### src/rtl/ram_port_arbiter.sv
`default_nettype none
// +----------------------------------------------------------------------------+
// | ram_port_arbiter: two-requester round-robin front end for a dual-port RAM,  |
// | with a tagged read-return path and a hardware clear sequencer.              |
// | Revision: 1.0                                                               |
// +----------------------------------------------------------------------------+
module ram_port_arbiter #(
    parameter int ADDR_WIDTH = 4,
    parameter int DATA_WIDTH = 8,
    parameter int RD_LAT     = 1
) (
    input  logic                  clk,
    input  logic                  rst,
    input  logic                  m0_valid,
    input  logic                  m0_we,
    input  logic [ADDR_WIDTH-1:0] m0_addr,
    input  logic [DATA_WIDTH-1:0] m0_wdata,
    output logic                  m0_ready,
    output logic                  m0_rvalid,
    output logic [DATA_WIDTH-1:0] m0_rdata,
    input  logic                  m1_valid,
    input  logic                  m1_we,
    input  logic [ADDR_WIDTH-1:0] m1_addr,
    input  logic [DATA_WIDTH-1:0] m1_wdata,
    output logic                  m1_ready,
    output logic                  m1_rvalid,
    output logic [DATA_WIDTH-1:0] m1_rdata,
    input  logic                  clr_start,
    output logic                  clr_busy,
    output logic                  clr_done,
    output logic                  wr_enb,
    output logic [ADDR_WIDTH-1:0] wr_addr,
    output logic [DATA_WIDTH-1:0] wr_data,
    output logic                  rd_enb,
    output logic [ADDR_WIDTH-1:0] rd_addr,
    input  logic [DATA_WIDTH-1:0] rd_data
);

    typedef enum logic [1:0] {
        ST_IDLE  = 2'd0,
        ST_CLEAR = 2'd1,
        ST_DONE  = 2'd2
    } state_t;

    localparam logic [ADDR_WIDTH-1:0] c_last_addr = {ADDR_WIDTH{1'b1}};

    state_t                r_state;
    logic [ADDR_WIDTH-1:0] r_clr_cnt;
    logic                  r_wr_last;
    logic                  r_rd_last;
    logic [RD_LAT:0]       r_tag_vld;
    logic [RD_LAT:0]       r_tag_id;

    logic w_arb_en;
    logic w_wr_req0, w_wr_req1, w_rd_req0, w_rd_req1;
    logic w_wr_gnt0, w_wr_gnt1, w_rd_gnt0, w_rd_gnt1;
    logic w_ret0, w_ret1;

    // The pointer holds the id last granted, so the other requester wins a tie.
    assign w_arb_en  = (r_state == ST_IDLE) && !clr_start;
    assign w_wr_req0 = m0_valid &&  m0_we;
    assign w_wr_req1 = m1_valid &&  m1_we;
    assign w_rd_req0 = m0_valid && !m0_we;
    assign w_rd_req1 = m1_valid && !m1_we;
    assign w_wr_gnt0 = w_arb_en && w_wr_req0 && (!w_wr_req1 ||  r_wr_last);
    assign w_wr_gnt1 = w_arb_en && w_wr_req1 && (!w_wr_req0 || !r_wr_last);
    assign w_rd_gnt0 = w_arb_en && w_rd_req0 && (!w_rd_req1 ||  r_rd_last);
    assign w_rd_gnt1 = w_arb_en && w_rd_req1 && (!w_rd_req0 || !r_rd_last);

    assign m0_ready = w_wr_gnt0 || w_rd_gnt0;
    assign m1_ready = w_wr_gnt1 || w_rd_gnt1;
    assign clr_busy = (r_state != ST_IDLE);

    assign w_ret0 = r_tag_vld[RD_LAT] && !r_tag_id[RD_LAT];
    assign w_ret1 = r_tag_vld[RD_LAT] &&  r_tag_id[RD_LAT];

    always_ff @(posedge clk or negedge rst) begin
        if (!rst) begin
            r_state   <= ST_IDLE;
            r_clr_cnt <= '0;
            r_wr_last <= 1'b1;
            r_rd_last <= 1'b1;
            r_tag_vld <= '0;
            r_tag_id  <= '0;
            wr_enb    <= 1'b0;
            wr_addr   <= '0;
            wr_data   <= '0;
            rd_enb    <= 1'b0;
            rd_addr   <= '0;
            m0_rvalid <= 1'b0;
            m0_rdata  <= '0;
            m1_rvalid <= 1'b0;
            m1_rdata  <= '0;
            clr_done  <= 1'b0;
        end else begin
            wr_enb   <= 1'b0;
            rd_enb   <= 1'b0;
            clr_done <= 1'b0;

            case (r_state)
                ST_IDLE: begin
                    if (clr_start) begin
                        r_state   <= ST_CLEAR;
                        r_clr_cnt <= '0;
                    end
                end
                ST_CLEAR: begin
                    wr_enb    <= 1'b1;
                    wr_addr   <= r_clr_cnt;
                    wr_data   <= '0;
                    r_clr_cnt <= r_clr_cnt + 1'b1;
                    if (r_clr_cnt == c_last_addr) begin
                        r_state  <= ST_DONE;
                        clr_done <= 1'b1;
                    end
                end
                ST_DONE: begin
                    r_state <= ST_IDLE;
                end
                default: begin
                    r_state <= ST_IDLE;
                end
            endcase

            if (w_wr_gnt0 || w_wr_gnt1) begin
                wr_enb    <= 1'b1;
                wr_addr   <= w_wr_gnt0 ? m0_addr  : m1_addr;
                wr_data   <= w_wr_gnt0 ? m0_wdata : m1_wdata;
                r_wr_last <= w_wr_gnt1;
            end

            if (w_rd_gnt0 || w_rd_gnt1) begin
                rd_enb    <= 1'b1;
                rd_addr   <= w_rd_gnt0 ? m0_addr : m1_addr;
                r_rd_last <= w_rd_gnt1;
            end

            // Tags keep flowing regardless of FSM state so in-flight reads survive a clear.
            r_tag_vld <= {r_tag_vld[RD_LAT-1:0], w_rd_gnt0 || w_rd_gnt1};
            r_tag_id  <= {r_tag_id[RD_LAT-1:0], w_rd_gnt1};

            m0_rvalid <= w_ret0;
            m1_rvalid <= w_ret1;
            if (w_ret0) begin
                m0_rdata <= rd_data;
            end
            if (w_ret1) begin
                m1_rdata <= rd_data;
            end
        end
    end

endmodule
`default_nettype wire

### config.mk
export PLATFORM = sky130hd
export DESIGN_NAME = ram_port_arbiter
export DESIGN_NICKNAME = d
export VERILOG_FILES = /design/src/rtl/ram_port_arbiter.sv
export SDC_FILE = /design/constraint.sdc
export NUM_CORES = 1
export LEC_CHECK = 0
export CORE_MARGIN = 1
export CORE_UTILIZATION = 40
export CTS_CLUSTER_DIAMETER = 200
export DETAILED_ROUTE_END_ITERATION = 16
export GPL_TIMING_DRIVEN = 0
export MAX_ROUTING_LAYER = met4
export PLACE_DENSITY = 0.75
export SYNTH_ARGS = -nofsm -noshare
export SYNTH_HDL_FRONTEND = slang
export SYNTH_SLANG_ARGS = --single-unit
### constraint.sdc
create_clock -name clk -period 5.4 [get_ports clk]
set_input_delay 0.81 -clock clk [delete_from_list [all_inputs] [get_ports clk]]
set_output_delay 0.81 -clock clk [all_outputs]
set_load 0.1 [all_outputs]
==> metrics.yaml, run 1 <==
run_status: "finished clean"
postLayoutCellArea_um2: 3020
initial_antenna_violation_count: 0
power.leakage_nw: 1.33
critPathKind: "input port to output port"
post_route_cells_drive_above_1_share_pct: 14.8
hold_violations: 0
tritoncts.num_buffers: 5
synth_top_cells_by_area: "sky130_fd_sc_hd__dfrtp_1 57%, sky130_fd_sc_hd__mux2_2 9.0%, sky130_fd_sc_hd__a221o_1 4.0%"
busiest_layer: "met2"
design.portCount: 79
post-place-ws_ns: 0.999
whs_endpoint: "r_tag_id[1]$_DFF_PN0_"
vdd_ir_drop_max_mv: 0.354
htree_levels: 2
worstReg2RegStart: "r_state[0]$_DFFE_PN0P_"
area_growth_pct: 50.4
detail_route.vias_per_cell: 4.93
critical_path_buf_inv_count: 2
drt_drc_violations_left: 0
timing.slew.headroom_pct: 33.3
max_stage_delay_ns: 1.15
row_count: 25
drv_cap: 0
grt_pass1_vias: 1499
grt_start_max_net_pins: 34
totalWireLength_um: 4210
end_kind: "output port"
hold_path_startpoint: "r_tag_id[0]$_DFF_PN0_"
family_of_cells_with_the_greatest_summed_delay_on_the_critical_path: "buffers and inverters"
grt_remaining_overflow: 0
worst_slew_pin_slew_ns: 0.997
die_w_um: 72.9
met1_usage_pct: 20.9
postSynthRegisterBits: 48
fp.dieH_um: 72.9
setup_violations: 0
timing.critical_path.mode_cell: "sky130_fd_sc_hd__clkdlybuf4s50_1"
post-synth-top-area-cell: "sky130_fd_sc_hd__dfrtp_1"
ys.warnings.count: 0
layout_min_cycle_time_ns: 4.38
synth_top_cell_area_share_pct: 57.3
antenna_cells: 0
power_density_nw_per_um2: 614
post_cts.repair.setup_buffers: 0
design.core.area_um2: 4790
effective_utilization_at_floorplan_pct: 42.0
final.setup.tns_ns: 0
setup_ws_ns: 1.02
wire_per_inst_um: 13.5
clock_tree.buffer_depth: 2
final_common_cell: "sky130_fd_sc_hd__clkdlybuf4s50_1"
grt_setup_unrepaired: "no"
detailed_place_hpwl_um: 3190
fin_util_pct: 63.1
r2r_setup_slack_ns: 3.43
globalRouteTotalUtil_pct: 17.6
clk_transition_reported_paths_ns: 0.08
fin_skew_ns: 0.00154
max_freq_ghz: 0.228
synth.cell_area_um2: 2010
design.final.nets: 283
ctsRootBufferMaster: "sky130_fd_sc_hd__clkbuf_8"
grt_first_pass_wirelength_um: 6880
synth_area_per_cell_um2: 12.8
detailedRoute.firstIterationViolations: 35
clkLatencyLatePin_ns: 0.29
cts_sinks: 48
nFillCells: 412
synthesis.instances: 157
worstPathCellList: "clkdlybuf4s50_1, nor3_1, o211ai_1, o21ai_0, clkdlybuf4s50_1"
synth_sequential_area_ratio_pct: 59.9
layout.cells.most_common_list: "77 x sky130_fd_sc_hd__clkdlybuf4s50_1, 46 x sky130_fd_sc_hd__dfrtp_1, 16 x sky130_fd_sc_hd__mux2_2"
critical-path-slowest-cell: "sky130_fd_sc_hd__clkdlybuf4s50_1"
grt.met3_usage_pct: 3.87
vias: 1533
gp_routability_congestion: 0.737
timing.rr.end: "rd_addr[2]$_DFFE_PN0P_"
ant_nets: 0
clock_tree_from_tritoncts: "done"
timing.critical_path.depth: 5
cts_resized: 0
postSynth.topFlopCell: "sky130_fd_sc_hd__dfrtp_1"
synth_async_sr_flop_share_pct: 100
placement.io_buffers: 78
detail_route.first_pass.iterations: 4
timing.critical_path.required_ns: 4.59
largest_fanout_on_the_critical_path: 6
hp-class: "flip-flop to flip-flop"
reg2reg_depth: 4
drv_slew: 0
synth_cell_types: 35
synth.net_count: 197
worst_setup_path_start_kind: "input port"
critPathArrivalTime_ns: 3.57
min_path_cells: 0
synth-edff-count: 0
final.period_utilization_pct: 81.1
placedInstanceArea_um2: 2890
floorplan.die_area_um2: 5310
globalRouteMet2Util_pct: 29.5
cts_hold_buffers: 0
-- cell type report --
class,count,area [um2],share of cell area [%]
Sequential cell,48,1200,39.9
Timing Repair Buffer,79,796,26.3
Multi-Input combinational cell,100,756,25.0
Tap cell,67,83.8,2.78
Clock buffer,6,72.6,2.40
Clock inverter,2,60.1,1.99
Buffer,4,30.0,0.994
Inverter,5,18.8,0.621
-- Yosys cell counts (3+ instances only) --
library cell / number
sky130_fd_sc_hd__dfrtp_1: 46
sky130_fd_sc_hd__nand2_1: 5
sky130_fd_sc_hd__or2_2: 4
sky130_fd_sc_hd__a221o_1: 8
sky130_fd_sc_hd__o21ai_0: 5
sky130_fd_sc_hd__mux2i_1: 8
sky130_fd_sc_hd__nand2b_1: 3
sky130_fd_sc_hd__o22ai_1: 3
sky130_fd_sc_hd__mux2_2: 16
sky130_fd_sc_hd__and2_1: 8
sky130_fd_sc_hd__nor2_1: 7
sky130_fd_sc_hd__a21oi_1: 6
sky130_fd_sc_hd__inv_1: 5
sky130_fd_sc_hd__a22oi_1: 3
-- logic make-up after synthesis --
group | synth area share, %
flip-flops | 59.9
AND/OR/NAND/NOR | 10.5
AO/OA/AOI/OAI | 13.6
multiplexers | 13.0
buffers and inverters | 2.43
adder cells (fa/ha/maj) | 0.623
-- flip-flops by register name, indices dropped and copies added, names as in the netlist, 2 cells and up --
signal,flops
rd_addr,4
r_clr_cnt,4
wr_addr,4
r_state,2
r_tag_vld,2
m0_rdata,8
r_tag_id,2
m1_rdata,8
wr_data,8
-- metrics by stage --
step	total power, mW	hold WS, ns	std cells
floorplan	1.31	0.331	157
global placement	1.56	0.332	302
detailed placement	1.57	0.335	303
CTS	1.87	0.352	311
global route	1.93	0.363	311
finish	1.86	0.352	311
-- how the worst max path moves through the flow --
stage | start | endpoint | slack (ns)
final | clr_start | m0_ready | 1.02
after global routing | clr_start | m1_ready | 0.87
after CTS | clr_start | m1_ready | 1.00
after detailed placement | clr_start | m1_ready | 1.0
after global placement | clr_start | m0_ready | 0.95
after floorplan | clr_start | m0_ready | 1.20
-- where the power goes --
| group | switching [mW] | total, mW | internal [mW] |
|---|---|---|---|
| sequential | 0.0716 | 0.539 | 0.468 |
| combinational | 0.734 | 1.02 | 0.282 |
| clock | 0.115 | 0.300 | 0.185 |
-- metal layers --
metal / share of wire, % / routed length, um / vias up
li1: - / - / 744
met5: 0 / 0 / -
met4: 1.1 / 48 / 0
met1: 44 / 1840 / 730
met2: 50 / 2100 / 52
met3: 5.3 / 222 / 7
No activity file was read; power rests on OpenSTA's default activity.
==> run 2, diff against run 1 <==
clock period = 4.42 ns   (was 5.4 ns; I/O delays follow)
==> results of run 2 <==
Same layout as run 1 (identical final DEF). Status: finished clean.
Among the figures that moved: setup slack after placement 0.999 ns -> 0.313 ns; setup slack after layout 1.02 ns -> 0.335 ns; hold slack 0.352 ns -> 0.274 ns; register-to-register setup slack 3.43 ns -> 2.45 ns; total power 1.86 mW -> 2.27 mW; worst IR drop on VDD 0.354 mV -> 0.432 mV
==> run 3, diff against run 2 <==
CTS_BUF_LIST = sky130_fd_sc_hd__clkbuf_8   (was unset)
TNS_END_PERCENT = 50   (was unset)
==> run 3 against run 2 <==
Sequential share of layout area unchanged. Sequential power about the same. Count of clock-buffer cells in the layout decreased by 1. Flip-flop and latch count stayed put. Combinational power barely moved. Power is 0.10% lower. Via count did not move.
==> metrics.yaml, run 3 (synthesis results as in run 1) <==
post_route_cells_drive_above_1_share_pct: 14.8  # unchanged
design.portCount: 79  # unchanged
drt_drc_violations_left: 0  # unchanged
detail_route.first_pass.iterations: 4  # unchanged
power.share.switching_pct: 49.7
hp-class: "input port to async pin"
end_kind: "output port"
p_int_mw: 1.14
setup_violations: 0  # unchanged
biggestRegsByFlops: "m0_rdata x8, m1_rdata x8, wr_data x8"
drv_slew: 0  # unchanged
layout.cells.most_common_list: "77 x sky130_fd_sc_hd__clkdlybuf4s50_1, 46 x sky130_fd_sc_hd__dfrtp_1, 16 x sky130_fd_sc_hd__mux2_2"
hold_violations: 0  # unchanged
floorplan.die_area_um2: 5310  # unchanged
htree_levels: 2  # unchanged
worstReg2RegStart: "r_state[0]$_DFFE_PN0P_"
placed_cells_incl_taps: 303  # unchanged
totalWireLength_um: 4210  # about the same
power_density_nw_per_um2: 750
critical-path-slowest-cell: "sky130_fd_sc_hd__clkdlybuf4s50_1"
detailedRoute.firstIterationViolations: 35  # unchanged
vdd_ir_drop_max_mv: 0.431
setup_ws_ns: 0.335
final.setup.tns_ns: 0  # unchanged
row_count: 25  # unchanged
grt_setup_unrepaired: "no"
cts_hold_buffers: 0  # unchanged
power.leakage_nw: 1.33  # +0.31%
antenna_cells: 0  # unchanged
seq_power_share_pct: 29.1  # about the same
timing.critical_path.required_ns: 3.76
tritoncts.num_buffers: 5  # unchanged
vias: 1533  # unchanged
design.core.area_um2: 4790  # unchanged
critPathArrivalTime_ns: 3.42
share_comb_of_total_power_pct: 54.8  # about the same
wire_per_inst_um: 13.5  # about the same
finalNonFillerCells: 311  # unchanged
grt_remaining_overflow: 0  # unchanged
clkLatencyLatePin_ns: 0.29  # about the same
clock_power_share_pct: 16.1  # about the same
die_w_um: 72.9  # unchanged
grt_start_max_net_pins: 34  # unchanged
grt_first_pass_wirelength_um: 6880  # unchanged
fin_skew_ns: 0.00160  # +0.0000583 ns
globalRouteTotalUtil_pct: 17.6  # unchanged
power.net_switching_mw: 1.12
cts_resized: 0  # unchanged
cts_sinks: 48  # unchanged
ant_nets: 0  # unchanged
ctsRootBufferMaster: "sky130_fd_sc_hd__clkbuf_8"
clk_transition_reported_paths_ns: 0.08  # about the same
layout_min_cycle_time_ns: 4.09
cp-startpoint: "clr_start"
area_growth_pct: 50.4  # unchanged
worst_setup_path_start_kind: "input port"
critPathKind: "input port to output port"
clock_tree.buffer_depth: 2  # unchanged
worst_slew_pin_slew_ns: 0.997  # unchanged
placement.io_buffers: 78  # unchanged
run_status: "finished clean"
post_cts.repair.setup_buffers: 0  # unchanged
final.period_utilization_pct: 92.4
detail_route.vias_per_cell: 4.93  # unchanged
max_freq_ghz: 0.245
timing.critical_path.mode_cell: "sky130_fd_sc_hd__clkdlybuf4s50_1"
fin_util_pct: 63.1  # unchanged
design.final.nets: 283  # unchanged
detailed_place_hpwl_um: 3190  # unchanged
worstPathCellList: "clkdlybuf4s50_1, nor3_1, o211ai_1, o21ai_0, clkdlybuf4s50_1"
largest_fanout_on_the_critical_path: 6  # unchanged
timing.slew.headroom_pct: 33.3  # unchanged
post-place-ws_ns: 0.313
effective_utilization_at_floorplan_pct: 42.0  # unchanged
clock_tree_from_tritoncts: "done"
final_common_cell: "sky130_fd_sc_hd__clkdlybuf4s50_1"
initial_antenna_violation_count: 0  # unchanged
fp.dieH_um: 72.9  # unchanged
drv_cap: 0  # unchanged
gp_routability_congestion: 0.737  # unchanged
grt_pass1_vias: 1499  # unchanged
max_stage_delay_ns: 1.15  # about the same
run 3: cell types whose count changed in the layout (fill, tap and decap cells not counted), sizes merged:
| cell | change |
|---|---|
| clkbuf | -1 |
| inv | +1 |
run 3: critical path: cells and delay by family:
kind	cells	cell delay, ns
simple gates	1	0.55
buf+inv	2	1.60
compound gates	2	0.61
run 3: path summary, 6_finish.rpt:
path	endpoint	slack, ns	cells after the start
setup / recovery	m0_ready	0.33	5
hold / removal	m0_rdata[2]$_DFFE_PN0P_	0.27	1
setup reg to reg	rd_addr[2]$_DFFE_PN0P_	2.45	4
hold reg to reg	r_tag_id[1]$_DFF_PN0_	0.35	0
max in group asynchronous	r_wr_last$_DFFE_PN1P_	3.59	2
min in group clk	r_tag_id[1]$_DFF_PN0_	0.35	0
run 3: cell type report:
cell class                 count  area (um2)
buffer                         4        30.0
clock buffer                   5        68.8
clock inverter                 3        63.8
fill                         412        1770
inverter                       5        18.8
multi-input combinational    100         756
sequential                    48        1200
tap                           67        83.8
timing repair buffer          79         796
run 3: layer usage:
| layer | GRT usage (%) | wire, um | vias to the layer above |
|---|---|---|---|
| li1 | - | - | 744 |
| met1 | 20.9 | 1840 | 730 |
| met2 | 29.5 | 2100 | 52 |
| met3 | 3.87 | 222 | 7 |
| met4 | 6.54 | 48 | 0 |
| met5 | - | 0 | - |
run 3: power by group through the flow:
| stage | sequential (mW) | clock [mW] | combinational [mW] |
|---|---|---|---|
| 2_1_floorplan | 1.29 | 0 | 0.315 |
| 6_report | 0.659 | 0.364 | 1.24 |
| 5_1_grt | 0.678 | 0.388 | 1.29 |
| 3_5_place_dp | 0.666 | 0 | 1.25 |
| 4_1_cts | 0.659 | 0.376 | 1.25 |
| 3_3_place_gp | 0.663 | 0 | 1.24 |
run 3: through the flow:
stage	hold slack [ns]	power (mW)	cell area, um2
final	0.274	2.26	3020
after detailed placement	0.335	1.92	2890
after global placement	0.332	1.90	2870
after CTS	0.273	2.28	3020
after global routing	0.287	2.36	3020
after floorplan	0.331	1.61	2010
